--- src/rtl/tip_clock_pll_div_pkg.sv ---
// Shared constants and DIV_LIST field extraction for the tip_clock_pll_div clock manager.
package tip_clock_pll_div_pkg;

  localparam int unsigned NUM_CLK_MAX      = 8;
  localparam int unsigned FIELD_MAX_W      = 32;
  localparam int unsigned LIST_MAX_W       = NUM_CLK_MAX * FIELD_MAX_W;
  localparam logic [15:0] DEFAULT_DIV_LIST = {8'd2, 8'd1};

  // Extract divide ratio field idx (width w); a zero ratio behaves as a pass-through (1).
  function automatic int unsigned div_field(input logic [LIST_MAX_W-1:0] list,
                                            input int unsigned           idx,
                                            input int unsigned           w);
    logic [LIST_MAX_W-1:0] shifted;
    logic [63:0]           mask;
    int unsigned           d;
    shifted = list >> (idx * w);
    mask    = (64'd1 << w) - 64'd1;
    d       = 32'(shifted[63:0] & mask);
    return (d == 32'd0) ? 32'd1 : d;
  endfunction

endpackage

--- src/rtl/tip_clock_pll_div_if.sv ---
// Output clock/reset bundle of tip_clock_pll_div; clk_gate_en exists only with TIP_CLOCK_PLL_DIV_GATE_EN.
interface tip_clock_pll_div_if #(
  parameter int unsigned NUM_CLK = 2
);

  logic [NUM_CLK-1:0] clk_out;
  logic [NUM_CLK-1:0] rstnn_out;
  logic               locked;
`ifdef TIP_CLOCK_PLL_DIV_GATE_EN
  logic [NUM_CLK-1:0] clk_gate_en;
`endif

  modport master (
`ifdef TIP_CLOCK_PLL_DIV_GATE_EN
    input  clk_gate_en,
`endif
    output clk_out,
    output rstnn_out,
    output locked
  );

  modport slave (
`ifdef TIP_CLOCK_PLL_DIV_GATE_EN
    output clk_gate_en,
`endif
    input  clk_out,
    input  rstnn_out,
    input  locked
  );

endinterface

--- src/rtl/tip_clock_pll_div_channel.sv ---
// One output channel: divider counter with duty decode, optional gate (TIP_CLOCK_PLL_DIV_GATE_EN),
// and a reset synchroniser clocked by the channel's own output clock.
module tip_clock_pll_div_channel #(
  parameter int unsigned DIV             = 1,
  parameter int unsigned CNT_WIDTH       = 8,
  parameter int unsigned RST_SYNC_STAGES = 2
) (
  input  logic clk_i,
  input  logic rst_ni,
  input  logic en_i,
  input  logic sync_rst_ni,
`ifdef TIP_CLOCK_PLL_DIV_GATE_EN
  input  logic gate_en_i,
`endif
  output logic clk_o,
  output logic rstnn_o
);

  logic gate;
`ifdef TIP_CLOCK_PLL_DIV_GATE_EN
  assign gate = gate_en_i;
`else
  assign gate = 1'b1;
`endif

  if (DIV <= 1) begin : g_bypass
    logic gate_q;

    // Sampled while external clock is low, so a gate change never truncates a high phase.
    always_ff @(negedge clk_i or negedge rst_ni) begin
      if (!rst_ni) gate_q <= 1'b0;
      else         gate_q <= gate;
    end

    assign clk_o = clk_i & en_i & gate_q;
  end else begin : g_div
    localparam int unsigned HIGH = (DIV + 1) / 2;

    logic [CNT_WIDTH-1:0] cnt_q, cnt_d;
    logic                 clk_q, clk_d;

    // Output is registered one step ahead of the count so rising edges land on external_clk posedges.
    always_comb begin
      cnt_d = cnt_q;
      clk_d = clk_q;
      if (en_i) begin
        cnt_d = (cnt_q == CNT_WIDTH'(DIV - 1)) ? '0 : cnt_q + 1'b1;
        if (cnt_q == '0)                       clk_d = gate;
        else if (cnt_q >= CNT_WIDTH'(HIGH))    clk_d = 1'b0;
      end
    end

    always_ff @(posedge clk_i or negedge rst_ni) begin
      if (!rst_ni) begin
        cnt_q <= '0;
        clk_q <= 1'b0;
      end else begin
        cnt_q <= cnt_d;
        clk_q <= clk_d;
      end
    end

    assign clk_o = clk_q;
  end

  logic [RST_SYNC_STAGES-1:0] sync_q;

  always_ff @(posedge clk_o or negedge sync_rst_ni) begin
    if (!sync_rst_ni) sync_q <= '0;
    else              sync_q <= (sync_q << 1) | RST_SYNC_STAGES'(1);
  end

  assign rstnn_o = sync_q[RST_SYNC_STAGES-1];

endmodule

--- src/rtl/tip_clock_pll_div.sv ---
// Simulation clock manager: lock-delay model plus NUM_CLK rising-edge-aligned divided clocks with
// per-domain synchronised resets. Optional per-channel gating via TIP_CLOCK_PLL_DIV_GATE_EN.
module tip_clock_pll_div
  import tip_clock_pll_div_pkg::*;
#(
  parameter int unsigned                   NUM_CLK         = 2,
  parameter int unsigned                   CNT_WIDTH       = 8,
  parameter logic [NUM_CLK*CNT_WIDTH-1:0]  DIV_LIST        = DEFAULT_DIV_LIST,
  parameter int unsigned                   LOCK_CYCLES     = 16,
  parameter int unsigned                   RST_SYNC_STAGES = 2
) (
  input  logic                   external_clk,
  input  logic                   external_rstnn,
  tip_clock_pll_div_if.master    pll_if
);

  localparam int unsigned           LCW          = $clog2(LOCK_CYCLES + 1);
  localparam logic [LIST_MAX_W-1:0] DIV_LIST_EXT = LIST_MAX_W'(DIV_LIST);

  logic [LCW-1:0]     lock_cnt_q, lock_cnt_d;
  logic               locked;
  logic               en_q;
  logic               sync_rstn;
  logic [NUM_CLK-1:0] clk_vec;
  logic [NUM_CLK-1:0] rstnn_vec;

  // Saturating counter; locked is a pure decode of it and therefore sticky until reset.
  assign locked = (lock_cnt_q == LCW'(LOCK_CYCLES));

  always_comb begin
    lock_cnt_d = lock_cnt_q;
    if (!locked) lock_cnt_d = lock_cnt_q + 1'b1;
  end

  always_ff @(posedge external_clk or negedge external_rstnn) begin
    if (!external_rstnn) lock_cnt_q <= '0;
    else                 lock_cnt_q <= lock_cnt_d;
  end

  always_ff @(negedge external_clk or negedge external_rstnn) begin
    if (!external_rstnn) en_q <= 1'b0;
    else                 en_q <= locked;
  end

  assign sync_rstn = external_rstnn & locked;

  for (genvar i = 0; i < NUM_CLK; i++) begin : g_ch
    tip_clock_pll_div_channel #(
      .DIV             (div_field(DIV_LIST_EXT, i, CNT_WIDTH)),
      .CNT_WIDTH       (CNT_WIDTH),
      .RST_SYNC_STAGES (RST_SYNC_STAGES)
    ) u_ch (
      .clk_i       (external_clk),
      .rst_ni      (external_rstnn),
      .en_i        (en_q),
      .sync_rst_ni (sync_rstn),
`ifdef TIP_CLOCK_PLL_DIV_GATE_EN
      .gate_en_i   (pll_if.clk_gate_en[i]),
`endif
      .clk_o       (clk_vec[i]),
      .rstnn_o     (rstnn_vec[i])
    );
  end

  assign pll_if.clk_out   = clk_vec;
  assign pll_if.rstnn_out = rstnn_vec;
  assign pll_if.locked    = locked;

endmodule

--- src/flat_wrapper.sv ---
// flat-port wrapper written by rule: the top's interface ports become plain ports
module tip_clock_pll_div_flat import tip_clock_pll_div_pkg::*;
#(
  parameter int unsigned                   NUM_CLK         = 2,
  parameter int unsigned                   CNT_WIDTH       = 8,
  parameter logic [NUM_CLK*CNT_WIDTH-1:0]  DIV_LIST        = DEFAULT_DIV_LIST,
  parameter int unsigned                   LOCK_CYCLES     = 16,
  parameter int unsigned                   RST_SYNC_STAGES = 2
)
  (external_clk, external_rstnn, pll_if_clk_out, pll_if_rstnn_out, pll_if_locked);
  tip_clock_pll_div_if #(.NUM_CLK(NUM_CLK)) pll_if_i ();
  input  logic external_clk;
  input  logic external_rstnn;
  output wire logic [$bits(pll_if_i.clk_out)-1:0] pll_if_clk_out;
  output wire logic [$bits(pll_if_i.rstnn_out)-1:0] pll_if_rstnn_out;
  output wire logic [$bits(pll_if_i.locked)-1:0] pll_if_locked;
  assign pll_if_clk_out = pll_if_i.clk_out;
  assign pll_if_rstnn_out = pll_if_i.rstnn_out;
  assign pll_if_locked = pll_if_i.locked;
  tip_clock_pll_div #(.NUM_CLK(NUM_CLK), .CNT_WIDTH(CNT_WIDTH), .DIV_LIST(DIV_LIST), .LOCK_CYCLES(LOCK_CYCLES), .RST_SYNC_STAGES(RST_SYNC_STAGES)) u_core (.external_clk(external_clk), .external_rstnn(external_rstnn), .pll_if(pll_if_i));
endmodule
--- config.mk ---
export PLATFORM = sky130hd
export DESIGN_NAME = tip_clock_pll_div_flat
export DESIGN_NICKNAME = d
export VERILOG_FILES = /design/src/rtl/tip_clock_pll_div_pkg.sv /design/src/rtl/tip_clock_pll_div_if.sv /design/src/rtl/tip_clock_pll_div_channel.sv /design/src/rtl/tip_clock_pll_div.sv /design/src/flat_wrapper.sv
export SDC_FILE = /design/constraint.sdc
export NUM_CORES = 1
export LEC_CHECK = 0
export CAP_MARGIN = 0
export CORE_UTILIZATION = 40
export CTS_CLUSTER_DIAMETER = 50
export CTS_CLUSTER_SIZE = 8
export DETAILED_ROUTE_END_ITERATION = 16
export PLACE_DENSITY_LB_ADDON = 0.15
export SLEW_MARGIN = 40
export SYNTH_ARGS = -nofsm -noshare
export SYNTH_HDL_FRONTEND = slang
export SYNTH_HIERARCHICAL = 1
export SYNTH_SLANG_ARGS = --single-unit
--- constraint.sdc ---
create_clock -name external_clk -period 1.25 [get_ports external_clk]
set_clock_uncertainty 0.2 [all_clocks]
set_input_delay 0.125 -clock external_clk [delete_from_list [all_inputs] [get_ports external_clk]]
set_output_delay 0.125 -clock external_clk [all_outputs]
set_load 0.02 [all_outputs]
==> results.ini, run 1 <==
[run_status]
outcome = complete, but fails checks
violations = setup timing

[setup_path]
end_kind = output pin
start_kind = register
reg2reg_slack_ns = -0.90
crit_type = register to output pin
r2r_end = u_core/g_ch[1].u_ch/g_div.cnt_q[5]$_DFFE_PN0P_
startpoint = u_core/en_q$_DFF_NN0_
r2r-start = u_core/en_q$_DFF_NN0_
worstRegToRegCells = 6
crit_end = pll_if_clk_out[0]
worstPathMaxFanout = 2
crit_arrival_ns = 2.20
crit_required_ns = 0.93

[run]
max_cap_violations = 0

[timing]
slew_violations = 0
untimed_endpoints = 2
unclocked_pins = 2
hold_violations = 0
layout_setup_ws_ns = -1.28
whs_ns = 0.122
setup_viol = 18
rsz0062_at_grt = yes

[die]
rows = 16
ios = 7
initial_core_util_pct = 44.2
die_y_um = 49.5
core_area_um2 = 2040
die_w_um = 49.5
fp.dieArea_um2 = 2450

[clocking]
cts_tree = done
clk_pin_slew_ns = 0.09
worstSkewPairLatency_ns = 0.76

[global_routing]
antenna_found_initial = 0
grt_pass1_wl_mm = 3.43
grt_pass1_vias = 842
track_usage_pct = 20.7
grt-ovfl-total = 0
grt_max_degree = 15

[finish]
layout.nets = 127
drive_above_1_share_pct = 51.3
n_antenna_cell = 0
post-route-util_pct = 69.1
area_growth_pct = 56.1

[min_path]
hold_path.class = input pin to async pin

[logic_synthesis]
ys_top_cells_by_count = dfrtp_1 (18), xnor2_1 (7), ha_1 (5), inv_1 (5), nand2_1 (5)
async_flop_share_pct = 100
syn_area_um2 = 903
yosys.area.top_type_share_pct = 49.9
synth_edf_count = 0
yosysUniqueCellTypes = 27
synth_top_flop_cell = dfrtp_1
synth_area_per_cell_um2 = 12.4
ys_seq_area_share_pct = 55.4
synth.area.top_cells = dfrtp_1 (50%), ha_1 (6.9%), xnor2_1 (6.8%)
synthCells = 73
yosysWarnings = 6
synth-seq-cells = 20
yosysMostFrequentCell = dfrtp_1
synth_area_leader_cell = dfrtp_1

[routing]
dr.pass1.iters = 4
wl_per_cell_um = 13.4
drtIter0Drc = 5
route.vias.total = 703
avgViaCountPerCell = 4.82
totalWireLength_mm = 1.96
antenna_left = 0
drc_errors = 0

[power]
pwr_density_cell_nw_per_um2 = 1050
total_leakage_power_uw = 0.000667
fin_total_pwr_uw = 1480
peakVddDrop_mv = 0.933

[placed_design]
place.gp.congestion = 0.759
dp_hpwl_mm = 1.15
dpl_worst_slack_ns = -0.856
portBuffers = 6

flip-flops by register name, indices dropped and copies added (netlist names):
register                          count
u_core/g_ch.u_ch/g_div.cnt_q          8
u_core/g_ch.u_ch/clk_o                1
u_core/lock_cnt_q                     5
u_core/g_ch.u_ch/g_bypass.gate_q      1
u_core/en_q                           1
u_core/g_ch.u_ch/sync_q               4
logic make-up after synthesis:
group | count (synthesis) | synth area share (%)
AOI/OAI and AO/OA | 8 | 6.92
xor gates and xnor gates | 7 | 6.79
adders and majority gates | 5 | 6.93
buffers and inverters | 6 | 2.63
DFF | 20 | 55.4
muxes | 1 | 1.66
other | 2 | 0.831
and+or+nand+nor | 24 | 18.8
per-stage QoR:
| stage | cells | setup TNS [ns] | cell area, µm² |
|---|---|---|---|
| finish | 146 | -12.19 | 1410 |
| global route | 146 | -13.24 | 1410 |
| CTS | 143 | -11.66 | 1350 |
| detailed placement | 124 | -7.16 | 1150 |
| global placement | 124 | -6.93 | 1150 |
| floorplan | 74 | -5.25 | 932 |
metal layers:
layer	share of wire [%]	vias to the layer above	track usage, %	wire length, µm
met2	46	14	25.0	907
met1	48	346	24.2	938
met4	1.2	0	22.4	23
met5	0	-	0	0
li1	-	341	-	-
met3	4.5	2	11.1	88
power by group:
part / total [µW] / switching [µW] / internal, µW
clock: 884 / 310 / 574
combinational: 33.5 / 18.9 / 14.6
sequential: 558 / 1.52 / 557
total: 1480 / 330 / 1150
critical path: stages (launching register included):
cell     delay (ns)
dfrtn_1        0.44
and3_4         0.20
buf_8          0.09
buf_8          0.09
how the worst min path moves through the flow:
stage	cells past startpoint	slack [ns]	end
after global placement	0	0.1	clock gate
after floorplan	0	-0.37	u_core/g_ch[1].u_ch/clk_o$_DFFE_PN0P_
after global routing	3	0.1	u_core/g_ch[1].u_ch/g_div.cnt_q[6]$_DFFE_PN0P_
final	3	0.12	u_core/g_ch[1].u_ch/g_div.cnt_q[6]$_DFFE_PN0P_
after CTS	3	0.1	u_core/g_ch[1].u_ch/g_div.cnt_q[6]$_DFFE_PN0P_
after detailed placement	0	0.10	clock gate
repair_timing:
item / in CTS / in global routing
hold buffers: 1 / 0
hold endpoints to repair: 18 / 0
endpoints found under the setup margin: 19 / 20
pin swaps: 5 / 5
buffers inserted: 4 / 4
resized for setup: 33 / 10
placed cells by master, fill, tap and decap left out, drive strengths merged:
cell type       n
a31oi           2
a32o            1
and3            3
and3b           2
and4            1
and4bb          1
buf            29
clkbuf         14
clkdlybuf4s50   2
conb            3
dfrtn           2
dfrtp          18
dlygate4sd3     1
ha              5
inv             5
mux2            1
nand2           5
nand2b          3
nand3           3
nand4           3
nor2            1
nor4            1
o21ai           4
o22ai           1
or2             1
xnor2           7
layout make-up:
type,instances,area [µm²]
fill,159,632
sequential,20,500
multi-input combinational,48,442
timing repair buffer,30,274
clock buffer,16,141
tap,27,33.8
inverter,5,18.8
Power figures use the tool's default switching activity.
==> run 2, diff against run 1 <==
==> constraint.sdc (replaced) <==
create_clock -name external_clk -period 2.73 [get_ports external_clk]
set_clock_uncertainty 0.2 [all_clocks]
set_input_delay 0.273 -clock external_clk [delete_from_list [all_inputs] [get_ports external_clk]]
set_output_delay 0.273 -clock external_clk [all_outputs]
set_load 0.02 [all_outputs]
==> results.ini, run 2 (synthesis gave the netlist of run 1 again) <==
[placed_design]
dp_hpwl_mm = 1.04  ; was 1.15 mm
place.gp.congestion = 0.726  ; was 0.759
place_area_um2 = 1020  ; was 1150 µm²
portBuffers = 6  ; unchanged

[power]
total_leakage_power_uw = 0.000569  ; was 0.000667 µW
fin_total_pwr_uw = 641  ; was 1480 µW
peakVddDrop_mv = 0.424  ; was 0.933 mV
pwr_density_cell_nw_per_um2 = 518  ; was 1050 nW/µm²

[finish]
post-route-util_pct = 60.7  ; was 69.1%
largest_register = u_core/g_ch.u_ch/g_div.cnt_q  ; unchanged
n_antenna_cell = 0  ; unchanged
final_common_cell = dfrtp_1
design_area_um2 = 1240  ; was 1410 µm²
final_cell_mix = dfrtp_1 (18), clkbuf_4 (13), buf_4 (7)  ; was dfrtp_1 (18), buf_4 (18), clkbuf_4 (13)
largestRegisters = u_core/g_ch.u_ch/g_div.cnt_q (8), u_core/lock_cnt_q (5), u_core/g_ch.u_ch/sync_q (4)  ; unchanged
largest_reg_flops = 8  ; unchanged
layout.nets = 113  ; was 127
drive_above_1_share_pct = 36.2  ; was 51.3%
area_growth_pct = 37.1  ; was 56.1%
fill_cells = 184  ; was 159

[die]
core_area_um2 = 2040  ; unchanged
die_y_um = 49.5  ; unchanged
die_w_um = 49.5  ; unchanged
rows = 16  ; unchanged
initial_core_util_pct = 44.2  ; unchanged
ios = 7  ; unchanged
fp.dieArea_um2 = 2450  ; unchanged

[timing]
layout_setup_ws_ns = -0.585  ; was -1.28 ns
rsz0062_at_grt = yes  ; unchanged
slew_violations = 0  ; unchanged
hold_violations = 0  ; unchanged
untimed_endpoints = 2  ; unchanged
setup_viol = 9  ; was 18
unclocked_pins = 2  ; unchanged

[clocking]
cts_tree = done  ; unchanged
clk_pin_slew_ns = 0.09  ; about the same
worstSkewPairLatency_ns = 0.75  ; was 0.76 ns

[global_routing]
grt_max_degree = 13  ; was 15
grt_pass1_wl_mm = 2.79  ; was 3.43 mm
antenna_found_initial = 0  ; unchanged
track_usage_pct = 17.3  ; was 20.7%
grt_pass1_vias = 631  ; was 842
grt-ovfl-total = 0  ; unchanged

[routing]
avgViaCountPerCell = 4.80  ; was 4.82
dr.pass1.iters = 3  ; was 4
totalWireLength_mm = 1.73  ; was 1.96 mm
route.vias.total = 633  ; was 703
antenna_left = 0  ; unchanged
wl_per_cell_um = 13.1  ; was 13.4 µm
drc_errors = 0  ; unchanged
drtIter0Drc = 7  ; was 5

[setup_path]
reg2reg_slack_ns = -0.21  ; was -0.90 ns
start_kind = register  ; unchanged
crit_type = register to output pin  ; unchanged
crit_required_ns = 2.26  ; was 0.93 ns
worstPathMaxFanout = 2  ; unchanged
crit_arrival_ns = 2.84  ; was 2.20 ns
end_kind = output pin  ; unchanged

[run_status]
outcome = complete, but fails checks  ; unchanged
violations = setup timing  ; unchanged

[run]
max_cap_violations = 0  ; unchanged

[min_path]
hold_path.class = register to async pin  ; was input pin to async pin

[run 2: cell count changes in the layout (fill, tap and decap cells not counted), sizes merged]
cell / change
buf: -18
clkdlybuf4s50: +2
dlygate4sd2: +1
dlygate4sd3: +1
[run 2: worst paths after layout]
path / start / end / cells past startpoint
max: u_core/en_q$_DFF_NN0_ / pll_if_clk_out[0] / 2
min: u_core/lock_cnt_q[4]$_DFFE_PN0P_ / u_core/g_ch[0].u_ch/sync_q[1]$_DFF_PN0_ / 2
max reg2reg: u_core/en_q$_DFF_NN0_ / u_core/g_ch[1].u_ch/g_div.cnt_q[5]$_DFFE_PN0P_ / 6
min reg2reg: u_core/lock_cnt_q[4]$_DFFE_PN0P_ / u_core/g_ch[0].u_ch/sync_q[1]$_DFF_PN0_ / 2
max in group gated: u_core/en_q$_DFF_NN0_ / clock gate / 0
max in group asynchronous: external_rstnn / u_core/en_q$_DFF_NN0_ / 2
min in group external_clk: u_core/g_ch[0].u_ch/sync_q[0]$_DFF_PN0_ / u_core/g_ch[0].u_ch/sync_q[1]$_DFF_PN0_ / 0
min in group gated: u_core/g_ch[0].u_ch/g_bypass.gate_q$_DFF_NN0_ / clock gate / 0
[run 2: area by class of cell]
cell class / instances / area [µm²] / share of cell area, %
multi-input combinational: 48 / 418 / 33.7
sequential: 20 / 500 / 40.4
inverter: 5 / 18.8 / 1.52
tap: 27 / 33.8 / 2.73
clock buffer: 17 / 128 / 10.3
timing repair buffer: 15 / 140 / 11.3
[run 2: timing repair]
action	4_1_cts	5_1_grt
pin swaps	2	5
resized for setup	12	5
hold buffers	2	0
endpoints found under the hold margin	16	0
setup endpoints to repair	7	7
gates cloned	0	0
setup buffers	5	2
[run 2: routing by layer]
| metal | vias up | global-route usage [%] | wire [µm] |
|---|---|---|---|
| met1 | 301 | 21.3 | 838 |
| met4 | 0 | 15.2 | 63 |
| met2 | 16 | 20.7 | 751 |
| met3 | 7 | 9.88 | 72 |
| li1 | 309 | - | - |
| met5 | - | 0 | 0 |
[run 2: critical path, stage by stage (launching register included)]
cell	delay, ns
dfrtn_1	0.43
and3_4	0.19
buf_6	0.11
[run 2: per-stage QoR]
stage               hold WS, ns  TNS, ns  setup slack, ns  cells
finish                   0.0649    -1.18           -0.585    132
global route              0.124    -1.56           -0.657    132
CTS                      0.0737   -0.755           -0.613    130
detailed placement        0.104   -0.272           -0.248    109
global placement         0.0959   -0.244           -0.244    109
floorplan                -0.223        0            0.146     74
[run 2: report_power, final]
| part | internal [µW] | leakage (µW) | switching (µW) | total [µW] |
|---|---|---|---|---|
| clock network | 231 | 0.0000823 | 141 | 373 |
| registers | 255 | 0.000258 | 0.791 | 256 |
| logic | 4.77 | 0.000229 | 8.15 | 12.9 |
